### config.mk
export PLATFORM = sky130hd
export DESIGN_NAME = graphics_pipe
export DESIGN_NICKNAME = d
export VERILOG_FILES = /design/src/rtl/graphics_pipe.sv
export SDC_FILE = /design/constraint.sdc
export NUM_CORES = 1
export LEC_CHECK = 0
export BUFFER_PORTS_ARGS = -buffer_cell sky130_fd_sc_hd__clkbuf_2
export CAP_MARGIN = 0
export CORE_ASPECT_RATIO = 1.2
export CORE_UTILIZATION = 49
export DETAILED_ROUTE_END_ITERATION = 8
export GPL_TIMING_DRIVEN = 0
export PLACE_DENSITY = 0.8
export SYNTH_ARGS = -nofsm -noshare
export SYNTH_HDL_FRONTEND = slang
export SYNTH_SLANG_ARGS = --single-unit
### constraint.sdc
create_clock -name i_clk -period 1.3 [get_ports i_clk]
set_clock_uncertainty 0.15 [all_clocks]
set_input_delay 0.325 -clock i_clk [delete_from_list [all_inputs] [get_ports i_clk]]
set_output_delay 0.325 -clock i_clk [all_outputs]
set_load 0.02 [all_outputs]
### src/rtl/graphics_pipe.sv
// graphics_pipe: three-stage text-mode pixel renderer.
// Stage 1 registers the pixel and addresses the external font ROM.
// Stage 2 captures the ROM dot, applies blink/cursor and reads the palette.
// Stage 3 registers the video word and the delayed display enable.
// The pipeline has no handshake: one pixel enters and one leaves every clock.
module graphics_pipe #(
  parameter int CHAR_W       = 5,
  parameter int ATTR_W       = 2,
  parameter int COLOR_W      = 6,
  parameter int GLYPH_W      = 8,
  parameter int GLYPH_H      = 8,
  parameter int CURSOR_H     = 2,
  parameter int BLINK_FRAMES = 16
) (
  input  logic                       i_clk,
  input  logic                       i_rst_n,
  input  logic                       i_de,
  input  logic [9:0]                 i_x,
  input  logic [9:0]                 i_y,
  input  logic [CHAR_W-1:0]          i_char,
  input  logic [ATTR_W-1:0]          i_attr,
  input  logic                       i_blink,
  input  logic                       i_cursor,
  input  logic                       i_frame,
  input  logic                       i_pal_we,
  input  logic [ATTR_W-1:0]          i_pal_addr,
  input  logic [2*COLOR_W-1:0]       i_pal_data,
  output logic [CHAR_W-1:0]          o_rom_char,
  output logic [$clog2(GLYPH_H)-1:0] o_rom_row,
  output logic [$clog2(GLYPH_W)-1:0] o_rom_col,
  input  logic                       i_rom_dot,
  output logic [COLOR_W-1:0]         o_video,
  output logic                       o_de
);

  localparam int ROW_W = $clog2(GLYPH_H);
  localparam int COL_W = $clog2(GLYPH_W);
  localparam int PAL_N = 2 ** ATTR_W;
  localparam int CNT_W = (BLINK_FRAMES > 1) ? $clog2(BLINK_FRAMES) : 1;
  localparam logic [ROW_W-1:0] CUR_ROW  = ROW_W'(GLYPH_H - CURSOR_H);
  localparam logic [CNT_W-1:0] CNT_LAST = CNT_W'(BLINK_FRAMES - 1);

  // Reset contents of one palette entry, packed as {fg, bg}.
  function automatic logic [2*COLOR_W-1:0] pal_default(input int idx);
    logic [COLOR_W-1:0] fg;
    logic [COLOR_W-1:0] bg;
    case (idx)
      0:       begin fg = COLOR_W'(6'b111111); bg = COLOR_W'(6'b000000); end
      1:       begin fg = COLOR_W'(6'b000000); bg = COLOR_W'(6'b011101); end
      2:       begin fg = COLOR_W'(6'b000000); bg = COLOR_W'(6'b110001); end
      3:       begin fg = COLOR_W'(6'b000000); bg = COLOR_W'(6'b000000); end
      default: begin fg = '1;                  bg = '0;                  end
    endcase
    return {fg, bg};
  endfunction

  // Glyph-relative coordinates: sizes are powers of two, so mod is a bit slice.
  logic [COL_W-1:0] cx;
  logic [ROW_W-1:0] cy;
  assign cx = i_x[COL_W-1:0];
  assign cy = i_y[ROW_W-1:0];

  // Screen-position bits above the glyph cell are not needed here.
  logic unused_xy;
  assign unused_xy = ^{i_x[9:COL_W], i_y[9:ROW_W]};

  // Stage 1 state
  logic              de1_q,     de1_d;
  logic [CHAR_W-1:0] char1_q,   char1_d;
  logic [ATTR_W-1:0] attr1_q,   attr1_d;
  logic              blink1_q,  blink1_d;
  logic              cursor1_q, cursor1_d;
  logic [COL_W-1:0]  cx1_q,     cx1_d;
  logic [ROW_W-1:0]  cy1_q,     cy1_d;
  // Stage 2 state
  logic               de2_q,  de2_d;
  logic               dot2_q, dot2_d;
  logic [COLOR_W-1:0] fg2_q,  fg2_d;
  logic [COLOR_W-1:0] bg2_q,  bg2_d;
  // Stage 3 state
  logic               de3_q,    de3_d;
  logic [COLOR_W-1:0] video3_q, video3_d;
  // Blink timing and palette
  logic [CNT_W-1:0]     cnt_q,   cnt_d;
  logic                 phase_q, phase_d;
  logic [2*COLOR_W-1:0] pal_q [PAL_N];
  logic [2*COLOR_W-1:0] pal_d [PAL_N];

  // Stage 1: register the incoming pixel and its glyph-cell coordinates.
  always_comb begin
    de1_d     = i_de;
    char1_d   = i_char;
    attr1_d   = i_attr;
    blink1_d  = i_blink;
    cursor1_d = i_cursor;
    cx1_d     = cx;
    cy1_d     = cy;
  end

  // Stage 2: effective dot (blink hides, cursor inverts) and palette lookup.
  // The palette read uses the registered array, so a write on the same edge
  // is seen only by the following pixel.
  always_comb begin
    logic d;
    d = i_rom_dot;
    if (blink1_q && phase_q) d = 1'b0;
    if (cursor1_q && !phase_q && (cy1_q >= CUR_ROW)) d = ~d;
    de2_d  = de1_q;
    dot2_d = d;
    {fg2_d, bg2_d} = pal_q[attr1_q];
  end

  // Stage 3: choose fg/bg and blank outside the display area.
  always_comb begin
    de3_d    = de2_q;
    video3_d = de2_q ? (dot2_q ? fg2_q : bg2_q) : '0;
  end

  // Blink: phase toggles each time BLINK_FRAMES frame pulses have been counted.
  always_comb begin
    cnt_d   = cnt_q;
    phase_d = phase_q;
    if (i_frame) begin
      if (cnt_q == CNT_LAST) begin
        cnt_d   = '0;
        phase_d = ~phase_q;
      end else begin
        cnt_d = cnt_q + 1'b1;
      end
    end
  end

  // Palette: single write port, written entry takes the new {fg, bg}.
  always_comb begin
    for (int i = 0; i < PAL_N; i++) begin
      pal_d[i] = pal_q[i];
    end
    if (i_pal_we) pal_d[i_pal_addr] = i_pal_data;
  end

  // All state registers; reset discards in-flight pixels and restores the palette.
  always_ff @(posedge i_clk or negedge i_rst_n) begin
    if (!i_rst_n) begin
      de1_q     <= 1'b0;
      char1_q   <= '0;
      attr1_q   <= '0;
      blink1_q  <= 1'b0;
      cursor1_q <= 1'b0;
      cx1_q     <= '0;
      cy1_q     <= '0;
      de2_q     <= 1'b0;
      dot2_q    <= 1'b0;
      fg2_q     <= '0;
      bg2_q     <= '0;
      de3_q     <= 1'b0;
      video3_q  <= '0;
      cnt_q     <= '0;
      phase_q   <= 1'b0;
      for (int i = 0; i < PAL_N; i++) begin
        pal_q[i] <= pal_default(i);
      end
    end else begin
      de1_q     <= de1_d;
      char1_q   <= char1_d;
      attr1_q   <= attr1_d;
      blink1_q  <= blink1_d;
      cursor1_q <= cursor1_d;
      cx1_q     <= cx1_d;
      cy1_q     <= cy1_d;
      de2_q     <= de2_d;
      dot2_q    <= dot2_d;
      fg2_q     <= fg2_d;
      bg2_q     <= bg2_d;
      de3_q     <= de3_d;
      video3_q  <= video3_d;
      cnt_q     <= cnt_d;
      phase_q   <= phase_d;
      for (int i = 0; i < PAL_N; i++) begin
        pal_q[i] <= pal_d[i];
      end
    end
  end

  assign o_rom_char = char1_q;
  assign o_rom_row  = cy1_q;
  assign o_rom_col  = cx1_q;
  assign o_video    = video3_q;
  assign o_de       = de3_q;

endmodule

==> results.py <==
metrics = {
    "outcome": {
        "status": "complete, but fails checks",
        "violations": "hold timing, setup timing",
    },
    "pwr": {
        "p_seq_share_pct": 53.4,
        "p_leak_uw": 0.00202,
        "p_int_uw": 5170,
        "clkPwrFrac_pct": 27.8,
        "p_switching_uw": 1710,
        "p_per_area_nw_per_um2": 1560,
        "p_sw_share_pct": 24.9,
        "p_comb_share_pct": 18.8,
        "peakVddDrop_v": 0.000726,
    },
    "cts": {
        "root_buffer": "clkbuf_8",
        "holdBufCountCts": 16,
        "clk_pin_slew_ns": 0.09,
        "htreeDepth": 3,
        "clockBufferDepth": 2,
        "clock_sinks": 90,
        "cts_buffers": 9,
        "clkLatencyLatePin_ns": 0.35,
        "cts_tree": "built",
    },
    "drt": {
        "routed_wl_mm": 6.13,
        "vias": 1888,
        "drtIter0Drc": 112,
        "drc": 0,
        "via_per_inst": 5.16,
        "ant_nets": 0,
        "wire_per_inst_um": 16.7,
        "dr.pass1.iters": 4,
    },
    "timing": {
        "fin_ws_ns": -0.0761,
        "fin_tns_setup_ns": -1.15,
        "final_max_slew_viol_count": 0,
        "tightestPinTransition_ns": 0.522,
        "setup_viol_count_final": 30,
        "grt_setup_unrepaired": "true",
        "holdWs_ns": -0.185,
        "slew_headroom_pct": 65.2,
        "finalCritPeriodShare_pct": 106,
        "hold_viol": 33,
        "min_period_ns": 1.38,
        "fmax_ghz": 0.727,
    },
    "global_routing": {
        "grt_use_total_pct": 18.4,
        "antenna_found_initial": 0,
        "grt_pass1_vias": 1978,
        "grt.overflow.total": 0,
        "grt_pass1_wl_mm": 9.75,
        "grt_max_degree": 55,
    },
    "floorplanning": {
        "die_x_um": 78.9,
        "rows": 33,
        "pin_count": 67,
        "chipHeight_um": 94.3,
        "core_sq_um": 6850,
        "dieArea_sq_um": 7440,
        "initial_core_util_pct": 50.7,
    },
    "setup_path": {
        "cp-start-kind": "flip-flop",
        "cp_cell_sequence": "clkbuf_8",
        "path_buf_inv": 1,
        "critPathKind": "flip-flop to output pin",
        "crit_slowest_cell": "dfrtp_1",
        "cp_data_required_time_ns": 0.82,
        "crit_family": "flip-flops",
        "cp.arrival_ns": 0.90,
        "slowest_delay_ns": 0.39,
        "crit_fanout": 2,
        "crit_start": "o_rom_row[1]",
        "r2r-start": "attr1_q[0]",
        "end_kind": "output pin",
    },
    "yosys": {
        "synth_edf_count": 0,
        "ys_top_cells_by_area": "dfrtp_1 55%, dfstp_2 9.8%, mux2_2 9.4%",
        "synth_top_area_cell": "dfrtp_1",
        "yosysSeqAreaShare_pct": 65.2,
        "ys_types": 23,
        "ys_warn_count": 0,
        "syn-num-nets": 242,
        "syn_area_sq_um": 3480,
        "ys.flop_type": "dfrtp_1",
        "synth.avg_cell_area_sq_um": 18.1,
        "ys_seq_elements": 90,
        "yosysTopAreaCellShare_pct": 55.4,
        "async_flop_share_pct": 100,
        "netlist_instances": 192,
    },
    "cells_and_area": {
        "stdcell_area_sq_um": 4410,
        "drive_gt1_share_pct": 55.2,
        "final_common_cell": "dfrtp_1",
        "areaGrowthSynthToFinish_pct": 26.7,
        "num-nets-final": 324,
        "fill_cells": 486,
        "antennaDiodeCount": 0,
        "layout_common_cells": "76 x dfrtp_1, 33 x clkbuf_2, 25 x mux2_4",
    },
    "hold_path": {
        "hp-class": "input pin to async pin",
    },
    "place": {
        "placed_cell_area_sq_um": 3900,
        "place_congestion": 0.730,
        "dpl.hpwl_mm": 3.90,
        "io_buffers": 52,
    },
    "run": {
        "drv_cap": 0,
    },
}
==> synth_stat cells, drive strengths merged, types with 2 or more instances <==
cell type and instances:
buf 7, mux4 12, nor2b 6, nand2 2, xnor2 2, nand3 4
mux2i 6, nand3b 3, o21ai 4, dfrtp 77, nand4 2, dfstp 13
mux2 49
==> worst reg2reg max path, stage by stage (launching register included) <==
cell     delay, ns
dfrtp_2       0.40
buf_12        0.16
mux4_2        0.53
==> power by group through the flow <==
stage | Sequential (uW) | Clock (uW) | Combinational, uW
floorplan | 3700 | 0 | 775
global placement | 3670 | 0 | 1110
global route | 3730 | 2070 | 1390
finish | 3680 | 1910 | 1290
detailed placement | 3700 | 0 | 1170
CTS | 3660 | 1950 | 1220
==> sequential cells by signal, indices dropped and copies added (netlist names) <==
name,count
bg2_q,6
fg2_q,6
dot2_q,1
o_rom_row,3
blink1_q,1
de2_q,1
cursor1_q,1
attr1_q,2
pal_q,48
o_rom_col,3
o_de,1
o_rom_char,5
o_video,6
cnt_q,4
phase_q,1
de1_q,1
==> path summary, 6_finish.rpt <==
kind,endpoint,slack [ns],cells after the start
hold reg to reg,de2_q,0.22,0
min in group i_clk,pal_q[24],0.10,2
setup reg to reg,fg2_q[1],-0.07,2
setup / recovery,o_rom_row[1],-0.08,1
max in group asynchronous,pal_q[12],0.50,2
hold / removal,o_video[4],-0.18,1
==> what timing repair did <==
item                                    in CTS  in global routing
gates cloned                                 0                  0
endpoints found under the setup margin      28                 30
hold endpoints to repair                    49                 33
buffers inserted                             2                  0
gates resized for setup                      5                 51
==> cells by family after synthesis <==
family | Yosys count | share of synthesized area (%)
muxes | 67 | 27.5
buffers and inverters | 8 | 1.87
AOI/OAI and AO/OA | 5 | 0.719
xor gates and xnor gates | 3 | 0.756
DFF | 90 | 65.2
and+or+nand+nor | 18 | 3.56
adders and majority gates | 1 | 0.360
==> per-stage QoR <==
stage / power, uW / worst slack, ns / cells / util, %
finish: 6880 / -0.0761 / 366 / 64.3
global route: 7200 / -0.114 / 366 / 64.3
CTS: 6840 / -0.0905 / 366 / 62.7
detailed placement: 4880 / -0.323 / 332 / 56.9
global placement: 4770 / -1.16 / 331 / 56.5
floorplan: 4470 / -0.0590 / 192 / -
==> metal layers <==
layer | vias up | global-route usage, % | part of all wire, %
met3 | 15 | 3.50 | 2.7
met5 | - | 0 | 0
met2 | 37 | 28.1 | 52
met4 | 0 | 10.5 | 2.8
li1 | 853 | - | -
met1 | 983 | 24.6 | 43
==> layout make-up <==
cell class,count,area (sq um),share of cell area (%)
plain buffers,7,75.1,1.70
clock buffers,12,155,3.52
clock inverters,4,50.0,1.14
inverters,1,3.75,0.0852
multi-input cells,94,1160,26.4
flip-flops and latches,90,2270,51.5
well taps,87,109,2.47
repair buffers,71,581,13.2
Note: power is estimated with default switching activity, not from simulation.
